<file path="src/rtl/hvgen_pkg.sv">
// Shared definitions for the parametrised video timing generator:
// default timing set, the registered timing bundle and a modular add helper.
package hvgen_pkg;

  // Default timing set (384x263 arcade raster)
  localparam int DEF_H_TOTAL   = 384;
  localparam int DEF_H_ACT_BEG = 24;
  localparam int DEF_H_ACT_END = 280;
  localparam int DEF_V_TOTAL   = 263;
  localparam int DEF_V_ACT     = 224;
  localparam int DEF_HS_START  = 312;
  localparam int DEF_HS_WIDTH  = 32;
  localparam int DEF_VS_START  = 234;
  localparam int DEF_VS_WIDTH  = 3;
  localparam int DEF_OFFS_W    = 5;
  localparam int DEF_H_STEP    = 2;
  localparam int DEF_V_STEP    = 1;
  localparam int DEF_RGB_W     = 12;
  localparam int DEF_POS_W     = 9;

  // Blanking/sync bundle, registered as one unit in the top
  typedef struct packed {
    logic hblank;
    logic vblank;
    logic hs_n;
    logic vs_n;
    logic de;
  } hvgen_timing_t;

  // (base + offs*step) mod total. base < total and |offs*step| < total,
  // so one correction in either direction is always enough.
  function automatic int wrap_add(input int base, input int offs,
                                  input int step, input int total);
    int r;
    r = base + (offs * step);
    if (r < 0) begin
      r = r + total;
    end else if (r >= total) begin
      r = r - total;
    end else begin
      r = r;
    end
    return r;
  endfunction

endpackage

</file>
<file path="src/rtl/hvgen_window.sv">
// Wrap-aware window comparator: o_in_win is high when i_cnt lies in
// [i_beg, i_beg+WIDTH) taken modulo TOTAL. i_beg must be below TOTAL.
module hvgen_window #(
  parameter int CNT_W = 9,
  parameter int TOTAL = 384,
  parameter int WIDTH = 32
) (
  input  logic [CNT_W-1:0] i_cnt,
  input  logic [CNT_W-1:0] i_beg,
  output logic             o_in_win
);

  // One extra bit so beg+WIDTH never overflows before the wrap test
  localparam int EW = CNT_W + 1;
  localparam logic [EW-1:0] L_WIDTH = EW'(WIDTH);
  localparam logic [EW-1:0] L_TOTAL = EW'(TOTAL);

  logic [EW-1:0] w_end;
  logic [EW-1:0] w_cnt;

  // Window test: plain range when the end stays inside the total, otherwise
  // the window is split into a tail [beg, TOTAL) and a head [0, end-TOTAL)
  always_comb begin
    w_cnt = {1'b0, i_cnt};
    w_end = {1'b0, i_beg} + L_WIDTH;
    if (w_end <= L_TOTAL) begin
      o_in_win = (i_cnt >= i_beg) && (w_cnt < w_end);
    end else begin
      o_in_win = (i_cnt >= i_beg) || (w_cnt < (w_end - L_TOTAL));
    end
  end

endmodule

</file>
<file path="src/rtl/hvgen_param.sv">
// Parametrised video timing generator running on clk_sys with a pixel
// clock-enable. Sync windows are moved by signed offsets that are latched
// at frame start; counters are never disturbed by the offsets.
module hvgen_param
  import hvgen_pkg::*;
#(
  parameter int H_TOTAL   = DEF_H_TOTAL,
  parameter int H_ACT_BEG = DEF_H_ACT_BEG,
  parameter int H_ACT_END = DEF_H_ACT_END,
  parameter int V_TOTAL   = DEF_V_TOTAL,
  parameter int V_ACT     = DEF_V_ACT,
  parameter int HS_START  = DEF_HS_START,
  parameter int HS_WIDTH  = DEF_HS_WIDTH,
  parameter int VS_START  = DEF_VS_START,
  parameter int VS_WIDTH  = DEF_VS_WIDTH,
  parameter int OFFS_W    = DEF_OFFS_W,
  parameter int H_STEP    = DEF_H_STEP,
  parameter int V_STEP    = DEF_V_STEP,
  parameter int RGB_W     = DEF_RGB_W,
  parameter int POS_W     = DEF_POS_W
) (
  input  logic                     clk_sys,
  input  logic                     reset_n,
  input  logic                     ce_pix,
  input  logic signed [OFFS_W-1:0] h_offs,
  input  logic signed [OFFS_W-1:0] v_offs,
  input  logic [RGB_W-1:0]         rgb_in,
  output logic [POS_W-1:0]         hpos,
  output logic [POS_W-1:0]         vpos,
  output logic                     hblank,
  output logic                     vblank,
  output logic                     hs_n,
  output logic                     vs_n,
  output logic                     de,
  output logic                     line_start,
  output logic                     frame_start,
  output logic [7:0]               frame_cnt,
  output logic [RGB_W-1:0]         rgb_out
);

  // Elaboration-time sanity checks on the timing set
  if (!((H_ACT_BEG < H_ACT_END) && (H_ACT_END <= H_TOTAL))) begin : g_bad_hact
    $error("hvgen_param: need H_ACT_BEG < H_ACT_END <= H_TOTAL");
  end
  if (!(V_ACT < V_TOTAL)) begin : g_bad_vact
    $error("hvgen_param: need V_ACT < V_TOTAL");
  end
  if (!(HS_WIDTH < H_TOTAL)) begin : g_bad_hsw
    $error("hvgen_param: need HS_WIDTH < H_TOTAL");
  end
  if (!(VS_WIDTH < V_TOTAL)) begin : g_bad_vsw
    $error("hvgen_param: need VS_WIDTH < V_TOTAL");
  end
  if (!(((2 ** POS_W) >= H_TOTAL) && ((2 ** POS_W) >= V_TOTAL))) begin : g_bad_posw
    $error("hvgen_param: POS_W too narrow for the totals");
  end
  if (!(((2 ** (OFFS_W - 1)) * H_STEP) < H_TOTAL)) begin : g_bad_hoffs
    $error("hvgen_param: horizontal offset range exceeds H_TOTAL");
  end
  if (!(((2 ** (OFFS_W - 1)) * V_STEP) < V_TOTAL)) begin : g_bad_voffs
    $error("hvgen_param: vertical offset range exceeds V_TOTAL");
  end
  if (!((HS_START < H_TOTAL) && (VS_START < V_TOTAL))) begin : g_bad_sstart
    $error("hvgen_param: sync start must lie inside the total");
  end

  localparam logic [POS_W-1:0] L_H_LAST    = POS_W'(H_TOTAL - 1);
  localparam logic [POS_W-1:0] L_V_LAST    = POS_W'(V_TOTAL - 1);
  localparam logic [POS_W-1:0] L_HACT_BEG  = POS_W'(H_ACT_BEG);
  localparam logic [POS_W-1:0] L_ZERO      = POS_W'(0);
  localparam logic [POS_W-1:0] L_ONE       = POS_W'(1);
  localparam hvgen_timing_t    L_TIM_RST   = '{hblank: 1'b1, vblank: 1'b1,
                                               hs_n: 1'b1, vs_n: 1'b1, de: 1'b0};

  // Registered state
  logic                     r_started;   // low until the first ce_pix after reset
  logic [POS_W-1:0]         r_hcnt;
  logic [POS_W-1:0]         r_vcnt;
  logic signed [OFFS_W-1:0] r_h_sh;
  logic signed [OFFS_W-1:0] r_v_sh;
  logic [POS_W-1:0]         r_hpos;
  logic [POS_W-1:0]         r_vpos;
  hvgen_timing_t            r_tim;
  logic                     r_line_start;
  logic                     r_frame_start;
  logic [7:0]               r_frame_cnt;
  logic [RGB_W-1:0]         r_rgb;

  // Next-state wires
  logic [POS_W-1:0]         w_hcnt_nxt;
  logic [POS_W-1:0]         w_vcnt_nxt;
  logic                     w_line_wrap;
  logic                     w_frame_wrap;
  logic signed [OFFS_W-1:0] w_h_sh_nxt;
  logic signed [OFFS_W-1:0] w_v_sh_nxt;
  logic [POS_W-1:0]         w_hs_beg;
  logic [POS_W-1:0]         w_vs_beg;
  logic                     w_hs_in;
  logic                     w_vs_in;
  logic                     w_hact;
  logic                     w_vact;
  hvgen_timing_t            w_tim_nxt;

  // Counter advance; the first enable after reset presents (0,0) without
  // moving so the new frame starts cleanly from the origin
  always_comb begin
    w_hcnt_nxt   = r_hcnt;
    w_vcnt_nxt   = r_vcnt;
    w_line_wrap  = 1'b0;
    w_frame_wrap = 1'b0;
    if (!r_started) begin
      w_hcnt_nxt   = L_ZERO;
      w_vcnt_nxt   = L_ZERO;
      w_line_wrap  = 1'b1;
      w_frame_wrap = 1'b1;
    end else if (r_hcnt == L_H_LAST) begin
      w_hcnt_nxt  = L_ZERO;
      w_line_wrap = 1'b1;
      if (r_vcnt == L_V_LAST) begin
        w_vcnt_nxt   = L_ZERO;
        w_frame_wrap = 1'b1;
      end else begin
        w_vcnt_nxt = r_vcnt + L_ONE;
      end
    end else begin
      w_hcnt_nxt = r_hcnt + L_ONE;
    end
  end

  // Shadow offsets only change when entering (0,0); effective sync starts
  // are derived from the shadows that will be in force for the new position
  always_comb begin
    if (w_frame_wrap) begin
      w_h_sh_nxt = h_offs;
      w_v_sh_nxt = v_offs;
    end else begin
      w_h_sh_nxt = r_h_sh;
      w_v_sh_nxt = r_v_sh;
    end
    w_hs_beg = POS_W'(wrap_add(HS_START, int'(w_h_sh_nxt), H_STEP, H_TOTAL));
    w_vs_beg = POS_W'(wrap_add(VS_START, int'(w_v_sh_nxt), V_STEP, V_TOTAL));
  end

  hvgen_window #(.CNT_W(POS_W), .TOTAL(H_TOTAL), .WIDTH(HS_WIDTH)) u_hsync (
    .i_cnt    (w_hcnt_nxt),
    .i_beg    (w_hs_beg),
    .o_in_win (w_hs_in)
  );

  hvgen_window #(.CNT_W(POS_W), .TOTAL(V_TOTAL), .WIDTH(VS_WIDTH)) u_vsync (
    .i_cnt    (w_vcnt_nxt),
    .i_beg    (w_vs_beg),
    .o_in_win (w_vs_in)
  );

  hvgen_window #(.CNT_W(POS_W), .TOTAL(H_TOTAL), .WIDTH(H_ACT_END - H_ACT_BEG)) u_hact (
    .i_cnt    (w_hcnt_nxt),
    .i_beg    (L_HACT_BEG),
    .o_in_win (w_hact)
  );

  hvgen_window #(.CNT_W(POS_W), .TOTAL(V_TOTAL), .WIDTH(V_ACT)) u_vact (
    .i_cnt    (w_vcnt_nxt),
    .i_beg    (L_ZERO),
    .o_in_win (w_vact)
  );

  // Assemble the timing bundle for the upcoming counter position
  always_comb begin
    w_tim_nxt.hblank = ~w_hact;
    w_tim_nxt.vblank = ~w_vact;
    w_tim_nxt.hs_n   = ~w_hs_in;
    w_tim_nxt.vs_n   = ~w_vs_in;
    w_tim_nxt.de     = w_hact & w_vact;
  end

  // Counters, shadows and position outputs; hold while ce_pix is low
  always_ff @(posedge clk_sys) begin
    if (!reset_n) begin
      r_started <= 1'b0;
      r_hcnt    <= L_ZERO;
      r_vcnt    <= L_ZERO;
      r_h_sh    <= '0;
      r_v_sh    <= '0;
      r_hpos    <= L_ZERO - L_HACT_BEG;
      r_vpos    <= L_ZERO;
    end else if (ce_pix) begin
      r_started <= 1'b1;
      r_hcnt    <= w_hcnt_nxt;
      r_vcnt    <= w_vcnt_nxt;
      r_h_sh    <= w_h_sh_nxt;
      r_v_sh    <= w_v_sh_nxt;
      r_hpos    <= w_hcnt_nxt - L_HACT_BEG;
      r_vpos    <= w_vcnt_nxt;
    end else begin
      r_started <= r_started;
      r_hcnt    <= r_hcnt;
      r_vcnt    <= r_vcnt;
      r_h_sh    <= r_h_sh;
      r_v_sh    <= r_v_sh;
      r_hpos    <= r_hpos;
      r_vpos    <= r_vpos;
    end
  end

  // Timing bundle, blank-gated pixel, strobes and frame counter
  always_ff @(posedge clk_sys) begin
    if (!reset_n) begin
      r_tim         <= L_TIM_RST;
      r_rgb         <= '0;
      r_line_start  <= 1'b0;
      r_frame_start <= 1'b0;
      r_frame_cnt   <= 8'd0;
    end else if (ce_pix) begin
      r_tim         <= w_tim_nxt;
      r_rgb         <= w_tim_nxt.de ? rgb_in : '0;
      r_line_start  <= w_line_wrap;
      r_frame_start <= w_frame_wrap;
      // The restart after reset is frame 0, only real wraps count
      if (w_frame_wrap && r_started) begin
        r_frame_cnt <= r_frame_cnt + 8'd1;
      end else begin
        r_frame_cnt <= r_frame_cnt;
      end
    end else begin
      r_tim         <= r_tim;
      r_rgb         <= r_rgb;
      r_line_start  <= 1'b0;
      r_frame_start <= 1'b0;
      r_frame_cnt   <= r_frame_cnt;
    end
  end

  assign hpos        = r_hpos;
  assign vpos        = r_vpos;
  assign hblank      = r_tim.hblank;
  assign vblank      = r_tim.vblank;
  assign hs_n        = r_tim.hs_n;
  assign vs_n        = r_tim.vs_n;
  assign de          = r_tim.de;
  assign line_start  = r_line_start;
  assign frame_start = r_frame_start;
  assign frame_cnt   = r_frame_cnt;
  assign rgb_out     = r_rgb;

endmodule

</file>
<file path="config.mk">
export PLATFORM = sky130hd
export DESIGN_NAME = hvgen_param
export DESIGN_NICKNAME = d
export VERILOG_FILES = /design/src/rtl/hvgen_pkg.sv /design/src/rtl/hvgen_window.sv /design/src/rtl/hvgen_param.sv
export SDC_FILE = /design/constraint.sdc
export NUM_CORES = 1
export LEC_CHECK = 0
export CAP_MARGIN = 20
export CORE_MARGIN = 2
export CORE_UTILIZATION = 55
export CTS_CLUSTER_SIZE = 40
export DETAILED_ROUTE_END_ITERATION = 6
export PLACE_DENSITY = 0.82
export SKIP_CTS_REPAIR_TIMING = 1
export SYNTH_ARGS = -nofsm -noshare
export SYNTH_HDL_FRONTEND = slang
export SYNTH_SLANG_ARGS = --single-unit
</file>
<file path="constraint.sdc">
create_clock -name clk_sys -period 9.6 [get_ports clk_sys]
set_input_delay 1.92 -clock clk_sys [delete_from_list [all_inputs] [get_ports clk_sys]]
set_output_delay 1.92 -clock clk_sys [all_outputs]
set_load 0.05 [all_outputs]
</file>
# --- After elaboration in Yosys (flattened, before gate mapping) ---
# Index checks and enable logic that the tools add are counted.
totals:
  elab_cells: 80
  input_bits: 25
  ff_bits: 65
  output_inout_bits: 45
op_classes:
  addsub: 14
  order_cmp: 16
  n_eq_ne: 2
  n_mux: 19
  n_bitwise: 5
  n_reduce_logical: 9
op_table:
  columns: ["cell", "count"]
  rows:
  - ["9-bit 2-to-1 mux", 9]
  - ["9-bit by 10-bit less-than comparator with 1-bit output", 4]
  - ["10-bit by 9-bit less-or-equal comparator with 1-bit output (second input constant)", 2]
  - ["10-bit by 9-bit subtractor with 10-bit output (second input constant)", 2]
  - ["9-bit by 1-bit adder with 9-bit output (second input constant)", 2]
  - ["9-bit == test (second input constant)", 2]
  - ["9-bit greater-or-equal comparator", 2]
  - ["12-bit 2-to-1 mux", 1]
  - ["10-bit by 6-bit adder with 11-bit output (first input constant)", 1]
  - ["11-bit by 10-bit greater-or-equal comparator with 1-bit output (second input constant)", 1]
  - ["11-bit by 1-bit less-than comparator with 1-bit output (second input constant)", 1]
  - ["9-bit by 2-bit adder with 10-bit output (second input constant)", 1]
  - ["9-bit by 5-bit adder with 10-bit output (first input constant)", 1]
  - ["9-bit by 6-bit adder with 10-bit output (second input constant)", 1]
  - ["10-bit greater-or-equal comparator (second input constant)", 1]
  - ["10-bit by 1-bit less-than comparator with 1-bit output (second input constant)", 1]
  - ["5-bit 2-to-1 mux", 2]
  - ["9-bit by 8-bit adder with 9-bit output (second input constant)", 1]
  - ["9-bit adder (second input constant)", 1]
  - ["9-bit by 1-bit greater-or-equal comparator with 1-bit output (second input constant)", 1]
  - ["9-bit by 5-bit greater-or-equal comparator with 1-bit output (second input constant)", 1]
  - ["9-bit by 8-bit less-than comparator with 1-bit output (second input constant)", 1]
  - ["9-bit less-than comparator (second input constant)", 1]
  - ["9-bit by 5-bit subtractor with 9-bit output (second input constant)", 1]
  - ["other kinds (9)", 24]

# --- Depth between registers and ports, before layout ---
# Gate-level depths: netlist of the first run.
logic_depth:
  depth_word: 15
  depth_mapped: 24
  depth_no_buf: 22

# --- By module ---
# A second synthesis of the first run with hierarchy kept.
unflattened:
  cells_unflattened: 713
  area_unflattened_um2: 5825.6
modules_own_cells:
  columns: ["mod", "instances", "cells_per_inst", "area_per_inst_um2"]
  rows:
  - ["hvgen_param", 1, 363, 3128.0]
  - ["hvgen_window (u_vsync)", 1, 115, 947.2]
  - ["hvgen_window (u_vact)", 1, 107, 817.0]
  - ["hvgen_window (u_hsync)", 1, 71, 511.7]
  - ["hvgen_window (u_hact)", 1, 57, 421.7]

# --- Least setup slack after synthesis of the first run ---
# OpenSTA, ideal clock, no wires.
synth_path:
  path_kind: "register to register"
  from: "reg vpos[1] (netlist name)"
  to: "reg r_tim, in the netlist vs_n"
  arrival_time_ps: 4793
  n_path_buf: 2
  required_time_ps: 9476
  setup_slack_ps: 4684
  stages_incl_launch_ff: 24
  setup_ps: 124
  path_cell_list: "dfxtp_1 ha_1 or4b_1 nand4b_4 nand2_4 buf_2 buf_2 mux2i_1 inv_1 ha_1 nand2b_1 a22oi_1 nand3b_4 nor3_4 xor2_2 o311ai_1 xnor2_1 ha_1 o21a_1 o21ai_0 a21oi_1 o21a_1 o21ai_0 a21oi_1"
synth_lines:
  columns: ["item", "line", "source"]
  rows:
  - ["to (signal assigned)", "hvgen_param.sv:215", "r_tim <= w_tim_nxt;"]
  - ["to (signal assigned)", "hvgen_param.sv:226", "r_tim <= r_tim;"]
  - ["to (decl)", "hvgen_param.sv:83", "hvgen_timing_t r_tim;"]

# --- Final worst setup path of the first run ---
layout_path:
  from: "in v_offs[1]"
  to: "reg r_tim, in the netlist vs_n"
layout_between:
  elab_chain_cells: 11
  elab_cells_between_ends: 18
  classes_between: "add/sub: 5; order compare: 6; mux: 4; bitwise: 1; reduce/logical: 2"
layout_rtl:
  columns: ["item", "line", "source"]
  rows:
  - ["from (decl)", "hvgen_param.sv:26", "input logic signed [OFFS_W-1:0] v_offs,"]
  - ["5-bit 2-to-1 mux *", "hvgen_param.sv:133", "if (w_frame_wrap) begin"]
  - ["named net w_v_sh_nxt[1]", "hvgen_param.sv:95", "logic signed [OFFS_W-1:0] w_v_sh_nxt;"]
  - ["9-bit by 5-bit adder with 10-bit output *", "hvgen_pkg.sv:35", "r = base + (offs * step);"]
  - ["9-bit subtractor / 10-bit greater-or-equal comparator (equally long branches)", "hvgen_pkg.sv:39, hvgen_pkg.sv:38", null]
  - ["9-bit 2-to-1 mux", "hvgen_pkg.sv:38", "end else if (r >= total) begin"]
  - ["9-bit 2-to-1 mux *", "hvgen_pkg.sv:36", "if (r < 0) begin"]
  - ["9-bit by 2-bit adder with 10-bit output", "hvgen_window.sv:25", "w_end = {1'b0, i_beg} + L_WIDTH;"]
  - ["10-bit by 9-bit subtractor with 10-bit output", "hvgen_window.sv:29", "o_in_win = (i_cnt >= i_beg) || (w_cnt < (w_end - L_TOTAL));"]
  - ["9-bit by 10-bit less-than comparator with 1-bit output", "hvgen_window.sv:29", null]
  - ["1-bit logical OR", "hvgen_window.sv:29", null]
  - ["1-bit 2-to-1 mux *", "hvgen_window.sv:26", "if (w_end <= L_TOTAL) begin"]
  - ["1-bit inverter *", "hvgen_param.sv:173", "w_tim_nxt.vs_n = ~w_vs_in;"]
# The timed path passes the listed nets; every way through them passes the cells marked *.
# A chain may end at the register's enable or synchronous reset.

==> flow_metrics.py, run 1 <==
metrics = {
    "run_status": {
        "outcome": "finished clean",
    },
    "synth": {
        "synth.largest_area_cell": "dfxtp_1",
        "async_flop_share": 0,
        "ys_seq_elements": 62,
        "synthTopCellsByArea": "dfxtp_1 29%, ha_1 13%, mux2i_1 6.2%",
        "yosysSeqAreaShare": 0.294,
        "synth_top_area_frac": 0.294,
        "syn_area_mm2": 0.00422,
        "yosys_warnings": 0,
        "ys_types": 63,
        "synth_cells": 465,
        "synth_ff_type": "dfxtp_1",
        "synth_edf_count": 0,
        "syn_avg_cell_area_um2": 9.07,
        "synthesis.nets": 535,
    },
    "timing": {
        "hold_viol_final": 0,
        "fin_crit_ps": 5080,
        "period_share": 0.530,
        "drv_slew": 0,
        "rsz0062_at_grt": "no",
        "slew_headroom": 0.353,
        "hold_slack_ps": 456,
        "setup_viol": 0,
        "setup_tns_ps": 0,
        "worstMarginPinSlew_ps": 971,
        "fmax_ghz": 0.197,
        "skew_ps": 6.97,
    },
    "job": {
        "cap_violations": 0,
    },
    "setup_path": {
        "required_ps": 9820,
        "end_kind": "register",
        "path_class": "in2reg",
        "ff2ff_setup_slack_ps": 4820,
        "r2r_end": "vs_n$_SDFFE_PN1P_",
        "reg2regPathDepth": 22,
        "path_max_fanout": 8,
        "start_kind": "input pin",
        "cp.arrival_ps": 5300,
        "r2r_start": "vpos[0]$_SDFFE_PN0P_",
    },
    "global_routing": {
        "globalRouteTotalUtil": 0.239,
        "grt_pass1_wl_mm": 16.3,
        "globalRoute.totalOverflow": 0,
        "grt_max_degree": 45,
        "first_global_vias": 3517,
        "antenna_found_initial": 0,
    },
    "place": {
        "dp_cells": 614,
        "place.gp.congestion": 0.852,
        "port_buffers": 69,
        "dp_hpwl_mm": 7.23,
    },
    "clock_network": {
        "clock-root-buffer": "clkbuf_8",
        "insertion_delay_ps": 330,
        "cts.sinks": 62,
        "cts_buffer_depth": 2,
        "path_clk_slew_ps": 70,
        "tritoncts": "yes",
        "numCtsBuffers": 9,
        "htreeDepth": 3,
    },
    "floorplanning": {
        "core_area_mm2": 0.00733,
        "ios": 70,
        "die-height_um": 91.6,
        "die_x_um": 91.6,
        "initial_core_util": 0.575,
        "rows": 31,
        "dieArea_mm2": 0.00839,
    },
    "drt": {
        "first_iter_violations": 148,
        "wl_per_cell_um": 15.6,
        "drtAntennaViolNets": 0,
        "wirelength_mm": 9.84,
        "first_pass_iters": 5,
        "drc": 0,
        "vias_per_cell": 5.78,
        "num_vias": 3649,
    },
    "hold_path": {
        "min_path_cells": 1,
        "hold_class": "reg2reg",
        "min_from": "de$_SDFFE_PN0P_",
        "whs_endpoint": "de$_SDFFE_PN0P_",
    },
    "layout": {
        "nets": 597,
        "stdcell_count": 631,
        "drive_above_1_share": 0.0771,
        "area_growth_pct": 21.9,
        "antenna_cells": 0,
        "fillCellCount": 579,
    },
    "pwr": {
        "p_leak_uw": 0.00218,
        "powerDensity_mw_per_mm2": 118,
        "vdd_drop_max_mv": 0.145,
    },
}
synth_stat cells, types with 3 or more instances:
cell      count
a21oi_1      15
nor2b_1      31
o211ai_1      3
mux2i_1      26
dfxtp_1      62
and2_1        8
nor3_2        3
clkbuf_1     11
inv_1        18
or4b_1        3
buf_4         3
nand2b_1      3
a22o_1       12
and3_1        3
nand4_1      12
nand2_1      32
xnor2_1      15
ha_1         45
nand3_1      10
o21a_1        9
a21boi_0      6
nor3_1        8
nor2_1       29
o21ai_0      23
or3_1         7
xor2_1       11
o211a_1       8
buf_2         4
cells in the final DEF, fill, tap and decap left out, types with 3 or more instances in the layout:
cell type         n
inv_1            18
or4b_1            3
ha_1             45
clkbuf_8          9
and3_1            3
a22o_1           12
nor3_2            3
mux2i_1          26
nor2_1           29
nand4_1          12
o21ai_0          23
or3_1             7
xor2_1           11
nand2b_1          3
and2_1            8
a21boi_0          6
o211ai_1          3
xnor2_1          15
nand3_1          10
dfxtp_1          62
nor2b_1          31
a21oi_1          15
clkdlybuf4s50_1  68
clkinvlp_4        3
nand2_1          32
o211a_1           8
o21a_1            9
nor3_1            8
logic make-up (layout without fill, tap and decap cells):
group / Yosys count / count (layout) / synth area share
xor gates and xnor gates: 28 / 28 / 0.0644
AOI/OAI and AO/OA: 97 / 97 / 0.167
and+or+nand+nor: 166 / 166 / 0.231
muxes: 28 / 28 / 0.0697
DFF: 62 / 62 / 0.294
adders and majority gates: 45 / 45 / 0.133
buffers and inverters: 39 / 106 / 0.0398
worst max-delay path, stage by stage:
cell and delay (ps):
clkdlybuf4s50_1 430, mux2i_1 290, inv_1 160, ha_1 300
nand2b_1 170, a22oi_1 150, nand3b_4 230, nor3_4 60
xor2_2 240, o311ai_1 150, xnor2_1 150, ha_1 280
o21a_1 160, o21ai_0 130, a21oi_1 60, o21a_1 170
o21ai_0 150, a21oi_1 80
state kept, by name, summed over array words and instances (netlist names), 5 cells and up:
name,count
frame_cnt,8
hpos,6
r_h_sh,5
r_hcnt,9
r_v_sh,5
rgb_out,12
vpos,9
report_power, final:
group | total (uW) | internal [uW] | leakage (uW) | switching, uW
logic | 114 | 51.3 | 0.00159 | 62.4
clock network | 224 | 119 | 0.0000883 | 105
registers | 266 | 262 | 0.000503 | 4.54
worst max path at each step:
| stage | start | endpoint | slack [ps] | cells after the start |
|---|---|---|---|---|
| finish | v_offs[1] | vs_n$_SDFFE_PN1P_ | 4520 | 18 |
| global route | v_offs[1] | vs_n$_SDFFE_PN1P_ | 4170 | 18 |
| CTS | v_offs[1] | vs_n$_SDFFE_PN1P_ | 4520 | 18 |
| detailed placement | v_offs[1] | vs_n$_SDFFE_PN1P_ | 4170 | 18 |
| global placement | v_offs[1] | vs_n$_SDFFE_PN1P_ | 4310 | 18 |
| floorplan | vpos[1]$_SDFFE_PN0P_ | vs_n$_SDFFE_PN1P_ | 4680 | 23 |
through the flow:
step	instance area, um^2	setup slack, ps	total power (uW)	utilization
2_1_floorplan	4220	4680	356	-
3_3_place_gp	4940	4310	382	0.674
3_5_place_dp	4940	4170	386	0.674
4_1_cts	5130	4520	610	0.700
5_1_grt	5140	4170	634	0.701
6_report	5140	4520	604	0.701
metal layers:
metal,part of all wire,GRT usage,vias to the layer above
met3,0.041,0.0473,20
met4,0.023,0.0960,0
met1,0.44,0.289,1746
met5,0,0,-
li1,-,-,1796
met2,0.50,0.414,87
cell type report:
class                      instances  area [um^2]  area share
clock buffer                      10          128      0.0248
clock inverter                     6         62.6      0.0122
inverter                          19         76.3      0.0148
multi-input combinational        364         2810       0.546
sequential                        62         1240       0.241
tap                               99          124      0.0241
timing repair buffer              71          701       0.136
(Power assumes the default switching activity.)
==> inputs of run 2 (changes only) <==
--- a/config.mk
+++ b/config.mk
@@ -7,10 +7,10 @@
 export LEC_CHECK = 0
 export CAP_MARGIN = 20
 export CORE_MARGIN = 2
-export CORE_UTILIZATION = 55
+export CORE_UTILIZATION = 54
 export CTS_CLUSTER_SIZE = 40
 export DETAILED_ROUTE_END_ITERATION = 6
-export PLACE_DENSITY = 0.82
+export PLACE_DENSITY = 0.81
 export SKIP_CTS_REPAIR_TIMING = 1
 export SYNTH_ARGS = -nofsm -noshare
 export SYNTH_HDL_FRONTEND = slang
==> constraint.sdc (replaced) <==
create_clock -name clk_sys -period 5.2 [get_ports clk_sys]
set_input_delay 1.04 -clock clk_sys [delete_from_list [all_inputs] [get_ports clk_sys]]
set_output_delay 1.04 -clock clk_sys [all_outputs]
set_load 0.05 [all_outputs]
==> flow_metrics.py, run 2 (synthesized netlist as in run 1, its figures left out) <==
metrics = {
    "timing": {
        "hold_viol_final": 0,
        "fmax_ghz": 0.212,
        "slew_headroom": 0.344,
        "skew_ps": 8.40,
        "worstMarginPinSlew_ps": 984,
        "setup_viol": 0,
        "setup_tns_ps": 0,
        "period_share": 0.908,
        "fin_crit_ps": 4720,
        "rsz0062_at_grt": "no",
        "drv_slew": 0,
    },
    "drt": {
        "num_vias": 3598,
        "drc": 0,
        "first_pass_iters": 4,
        "drtAntennaViolNets": 0,
        "wirelength_mm": 10.0,
        "wl_per_cell_um": 15.8,
        "vias_per_cell": 5.68,
        "first_iter_violations": 128,
    },
    "floorplanning": {
        "die-height_um": 92.4,
        "dieArea_mm2": 0.00853,
        "initial_core_util": 0.552,
        "rows": 32,
        "die_x_um": 92.4,
        "ios": 70,
        "core_area_mm2": 0.00765,
    },
    "global_routing": {
        "grt_max_degree": 45,
        "grt_pass1_wl_mm": 16.6,
        "globalRouteTotalUtil": 0.239,
        "first_global_vias": 3533,
        "globalRoute.totalOverflow": 0,
        "antenna_found_initial": 0,
    },
    "setup_path": {
        "required_ps": 5410,
        "r2r_end": "vs_n$_SDFFE_PN1P_",
        "cp.arrival_ps": 4930,
        "critPathLaunch": "vpos[0]$_SDFFE_PN0P_",
        "end_kind": "register",
        "r2r_start": "vpos[0]$_SDFFE_PN0P_",
        "path_max_fanout": 27,
        "path_class": "reg2reg",
        "ff2ff_setup_slack_ps": 480,
        "start_kind": "register",
        "reg2regPathDepth": 22,
        "cp-endpoint": "vs_n$_SDFFE_PN1P_",
    },
    "layout": {
        "drive_above_1_share": 0.0734,
        "layout_common_cells": "68 x clkdlybuf4s50_1, 62 x dfxtp_1, 45 x ha_1, 32 x nand2_1, 31 x nor2b_1",
        "postLayoutCellArea_mm2": 0.00517,
        "area_growth_pct": 22.5,
        "antenna_cells": 0,
        "largest_reg_flops": 12,
        "nets": 597,
        "layout_commonest_cell": "clkdlybuf4s50_1",
        "fillCellCount": 607,
    },
    "job": {
        "cap_violations": 0,
    },
    "clock_network": {
        "numCtsBuffers": 9,
        "path_clk_slew_ps": 70,
        "cts.sinks": 62,
        "insertion_delay_ps": 330,
        "htreeDepth": 3,
        "clock-root-buffer": "clkbuf_8",
        "cts_buffer_depth": 2,
        "tritoncts": "yes",
    },
    "pwr": {
        "power_uw": 1150,
        "vdd_drop_max_mv": 0.174,
        "p_leak_uw": 0.00219,
        "powerDensity_mw_per_mm2": 222,
    },
    "hold_path": {
        "hold_class": "reg2reg",
    },
    "place": {
        "place.gp.congestion": 0.951,
        "placed_area_mm2": 0.00495,
        "port_buffers": 69,
        "dp_hpwl_mm": 7.62,
    },
    "run_status": {
        "outcome": "finished clean",
    },
}
[run 2: cell type report]
class / instances / area (um^2) / share of cell area
multi-input cells: 364 / 2820 / 0.545
clock inverters: 4 / 72.6 / 0.0140
inverters: 19 / 76.3 / 0.0148
repair buffers: 71 / 701 / 0.136
well taps: 102 / 128 / 0.0247
flip-flops and latches: 62 / 1240 / 0.240
clock buffers: 11 / 131 / 0.0254
[run 2: where the power goes]
| group | switching [uW] | internal [uW] |
|---|---|---|
| Clock | 176 | 267 |
| Sequential | 9.12 | 484 |
| Combinational | 116 | 95.3 |
| Total | 301 | 846 |
[run 2: per-stage QoR]
stage | hold slack, ps | util | setup WS (ps) | cells
after global routing | 474 | 0.676 | 29.6 | 633
final | 456 | 0.676 | 479 | 633
after floorplan | 443 | - | 284 | 465
after detailed placement | 443 | 0.647 | 419 | 617
after CTS | 459 | 0.674 | 405 | 632
after global placement | 436 | 0.647 | 624 | 617
[run 2: routing by layer]
metal / wire length [um] / vias to the layer above / track usage
met2: 4970 / 83 / 0.412
met5: 0 / - / 0
met3: 298 / 23 / 0.0407
met4: 255 / 0 / 0.0983
met1: 4470 / 1706 / 0.295
li1: - / 1786 / -
[run 2: worst min path at each step]
| stage | start | endpoint | slack [ps] | cells past startpoint |
|---|---|---|---|---|
| global route | de$_SDFFE_PN0P_ | de$_SDFFE_PN0P_ | 470 | 1 |
| finish | de$_SDFFE_PN0P_ | de$_SDFFE_PN0P_ | 460 | 1 |
| detailed placement | de$_SDFFE_PN0P_ | de$_SDFFE_PN0P_ | 440 | 1 |
| global placement | de$_SDFFE_PN0P_ | de$_SDFFE_PN0P_ | 440 | 1 |
| CTS | de$_SDFFE_PN0P_ | de$_SDFFE_PN0P_ | 460 | 1 |
| floorplan | r_h_sh[4]$_SDFFE_PN0P_ | r_h_sh[4]$_SDFFE_PN0P_ | 440 | 2 |
[run 2: worst max-delay path: stages, from the launching register on]
cell	delay, ps
dfxtp_1	330
inv_1	110
ha_1	150
or4b_1	460
nand4b_4	260
nand2_8	240
mux2i_1	370
inv_1	160
ha_1	310
nand2b_1	190
a22oi_1	150
nand3b_4	230
nor3_4	60
xor2_2	240
o311ai_1	160
xnor2_1	150
ha_1	270
o21a_1	160
o21ai_0	140
a21oi_1	50
o21a_1	160
o21ai_0	140
a21oi_1	80
==> inputs of run 3 (changes only) <==
--- a/config.mk
+++ b/config.mk
@@ -7,11 +7,11 @@
 export LEC_CHECK = 0
 export CAP_MARGIN = 20
 export CORE_MARGIN = 2
-export CORE_UTILIZATION = 54
+export CORE_UTILIZATION = 40
 export CTS_CLUSTER_SIZE = 40
 export DETAILED_ROUTE_END_ITERATION = 6
-export PLACE_DENSITY = 0.81
 export SKIP_CTS_REPAIR_TIMING = 1
+export SKIP_LAST_GASP = 1
 export SYNTH_ARGS = -nofsm -noshare
 export SYNTH_HDL_FRONTEND = slang
 export SYNTH_SLANG_ARGS = --single-unit
==> flow_metrics.py, run 3 (synthesized netlist as in run 1, its figures left out) <==
metrics = {
    "run_status": {
        "outcome": "finished clean",
    },
    "setup_path": {
        "path_class": "reg2reg",
        "path_max_fanout": 27,
        "end_kind": "register",
        "ff2ff_setup_slack_ps": 480,
        "required_ps": 5420,
        "start_kind": "register",
        "cp.arrival_ps": 4940,
        "reg2regPathDepth": 21,
    },
    "pwr": {
        "vdd_drop_max_mv": 0.101,
        "powerDensity_mw_per_mm2": 223,
        "p_leak_uw": 0.00222,
        "power_uw": 1170,
    },
    "clock_network": {
        "cts_buffer_depth": 2,
        "path_clk_slew_ps": 80,
        "htreeDepth": 3,
        "numCtsBuffers": 9,
        "tritoncts": "yes",
        "insertion_delay_ps": 340,
        "clock-root-buffer": "clkbuf_8",
        "cts.sinks": 62,
    },
    "global_routing": {
        "grt_max_degree": 44,
        "globalRouteTotalUtil": 0.189,
        "globalRoute.totalOverflow": 0,
        "grt_pass1_wl_mm": 17.5,
        "antenna_found_initial": 0,
        "first_global_vias": 3590,
    },
    "drt": {
        "wl_per_cell_um": 15.6,
        "num_vias": 3569,
        "drtAntennaViolNets": 0,
        "wirelength_mm": 10.5,
        "first_pass_iters": 4,
        "drc": 0,
        "first_iter_violations": 106,
        "vias_per_cell": 5.33,
    },
    "floorplanning": {
        "core_area_mm2": 0.0103,
        "dieArea_mm2": 0.0114,
        "rows": 37,
        "die_x_um": 107,
        "initial_core_util": 0.410,
        "ios": 70,
        "die-height_um": 107,
    },
    "place": {
        "port_buffers": 69,
        "place.gp.congestion": 0.868,
        "dp_hpwl_mm": 7.93,
    },
    "layout": {
        "drive_above_1_share": 0.0824,
        "antenna_cells": 0,
        "largest_reg_flops": 12,
        "area_growth_pct": 24.2,
        "nets": 599,
        "layout_common_cells": "68 x clkdlybuf4s50_1, 62 x dfxtp_1, 45 x ha_1, 32 x nand2_1, 31 x nor2b_1",
        "layout_commonest_cell": "clkdlybuf4s50_1",
    },
    "job": {
        "cap_violations": 0,
    },
    "hold_path": {
        "hold_class": "reg2reg",
        "min_path_cells": 1,
    },
    "timing": {
        "hold_viol_final": 0,
        "slew_headroom": 0.432,
        "skew_ps": 9.63,
        "fin_crit_ps": 4720,
        "rsz0062_at_grt": "no",
        "setup_viol": 0,
        "setup_tns_ps": 0,
        "drv_slew": 0,
        "period_share": 0.907,
        "fmax_ghz": 0.212,
        "worstMarginPinSlew_ps": 847,
    },
}
run 3: cell count changes in the layout (fill, tap and decap cells not counted), sizes merged:
cell / delta
clkinvlp: -1
clkbuf: +2
bufinv: -1
buf: +2
clkinv: +1
run 3: layer usage:
| layer | part of all wire | GRT usage | up-vias |
|---|---|---|---|
| met2 | 0.50 | 0.330 | 46 |
| met1 | 0.47 | 0.242 | 1714 |
| met5 | 0 | 0 | - |
| met3 | 0.026 | 0.0292 | 11 |
| li1 | - | - | 1798 |
| met4 | 0.012 | 0.0519 | 0 |
run 3: worst paths after layout:
path                         from           endpoint
max          vpos[1]$_SDFFE_PN0P_  vs_n$_SDFFE_PN1P_
min               de$_SDFFE_PN0P_    de$_SDFFE_PN0P_
max reg2reg  vpos[1]$_SDFFE_PN0P_  vs_n$_SDFFE_PN1P_
min reg2reg       de$_SDFFE_PN0P_    de$_SDFFE_PN0P_
run 3: cell type report:
class | instances | area, um^2
clock buffers | 13 | 179
clock inverters | 3 | 40.0
fillers | 994 | 5040
inverters | 19 | 76.3
multi-input cells | 364 | 2820
flip-flops and latches | 62 | 1240
well taps | 136 | 170
repair buffers | 73 | 716
run 3: report_power, final:
part	total [uW]	switching, uW	internal (uW)
Sequential	492	8.82	483
Clock	467	195	272
Combinational	211	116	95.0
run 3: stage by stage:
step                      utilization  setup WS (ps)  hold slack [ps]  std cells  instance area [um^2]
after floorplan                     -            284              443        465                  4220
after global placement          0.487            584              435        653                  5000
after detailed placement        0.488            396              450        654                  5010
after CTS                       0.509            375              466        670                  5230
after global routing            0.510           25.1              487        670                  5240
final                           0.510            485              462        670                  5240
run 3: worst max-delay path: stages (launching register included):
cell and delay (ps):
dfxtp_1 420, ha_1 170, or4b_1 450, nand4b_4 260
nand2_8 240, mux2i_1 360, inv_1 160, ha_1 310
nand2_1 110, a22oi_1 70, nand3b_4 260, nor3_4 200
xor2_2 230, o311ai_1 160, xnor2_1 150, ha_1 280
o21a_1 170, o21ai_0 130, a21oi_1 60, o21a_1 170
o21ai_0 140, a21oi_1 80
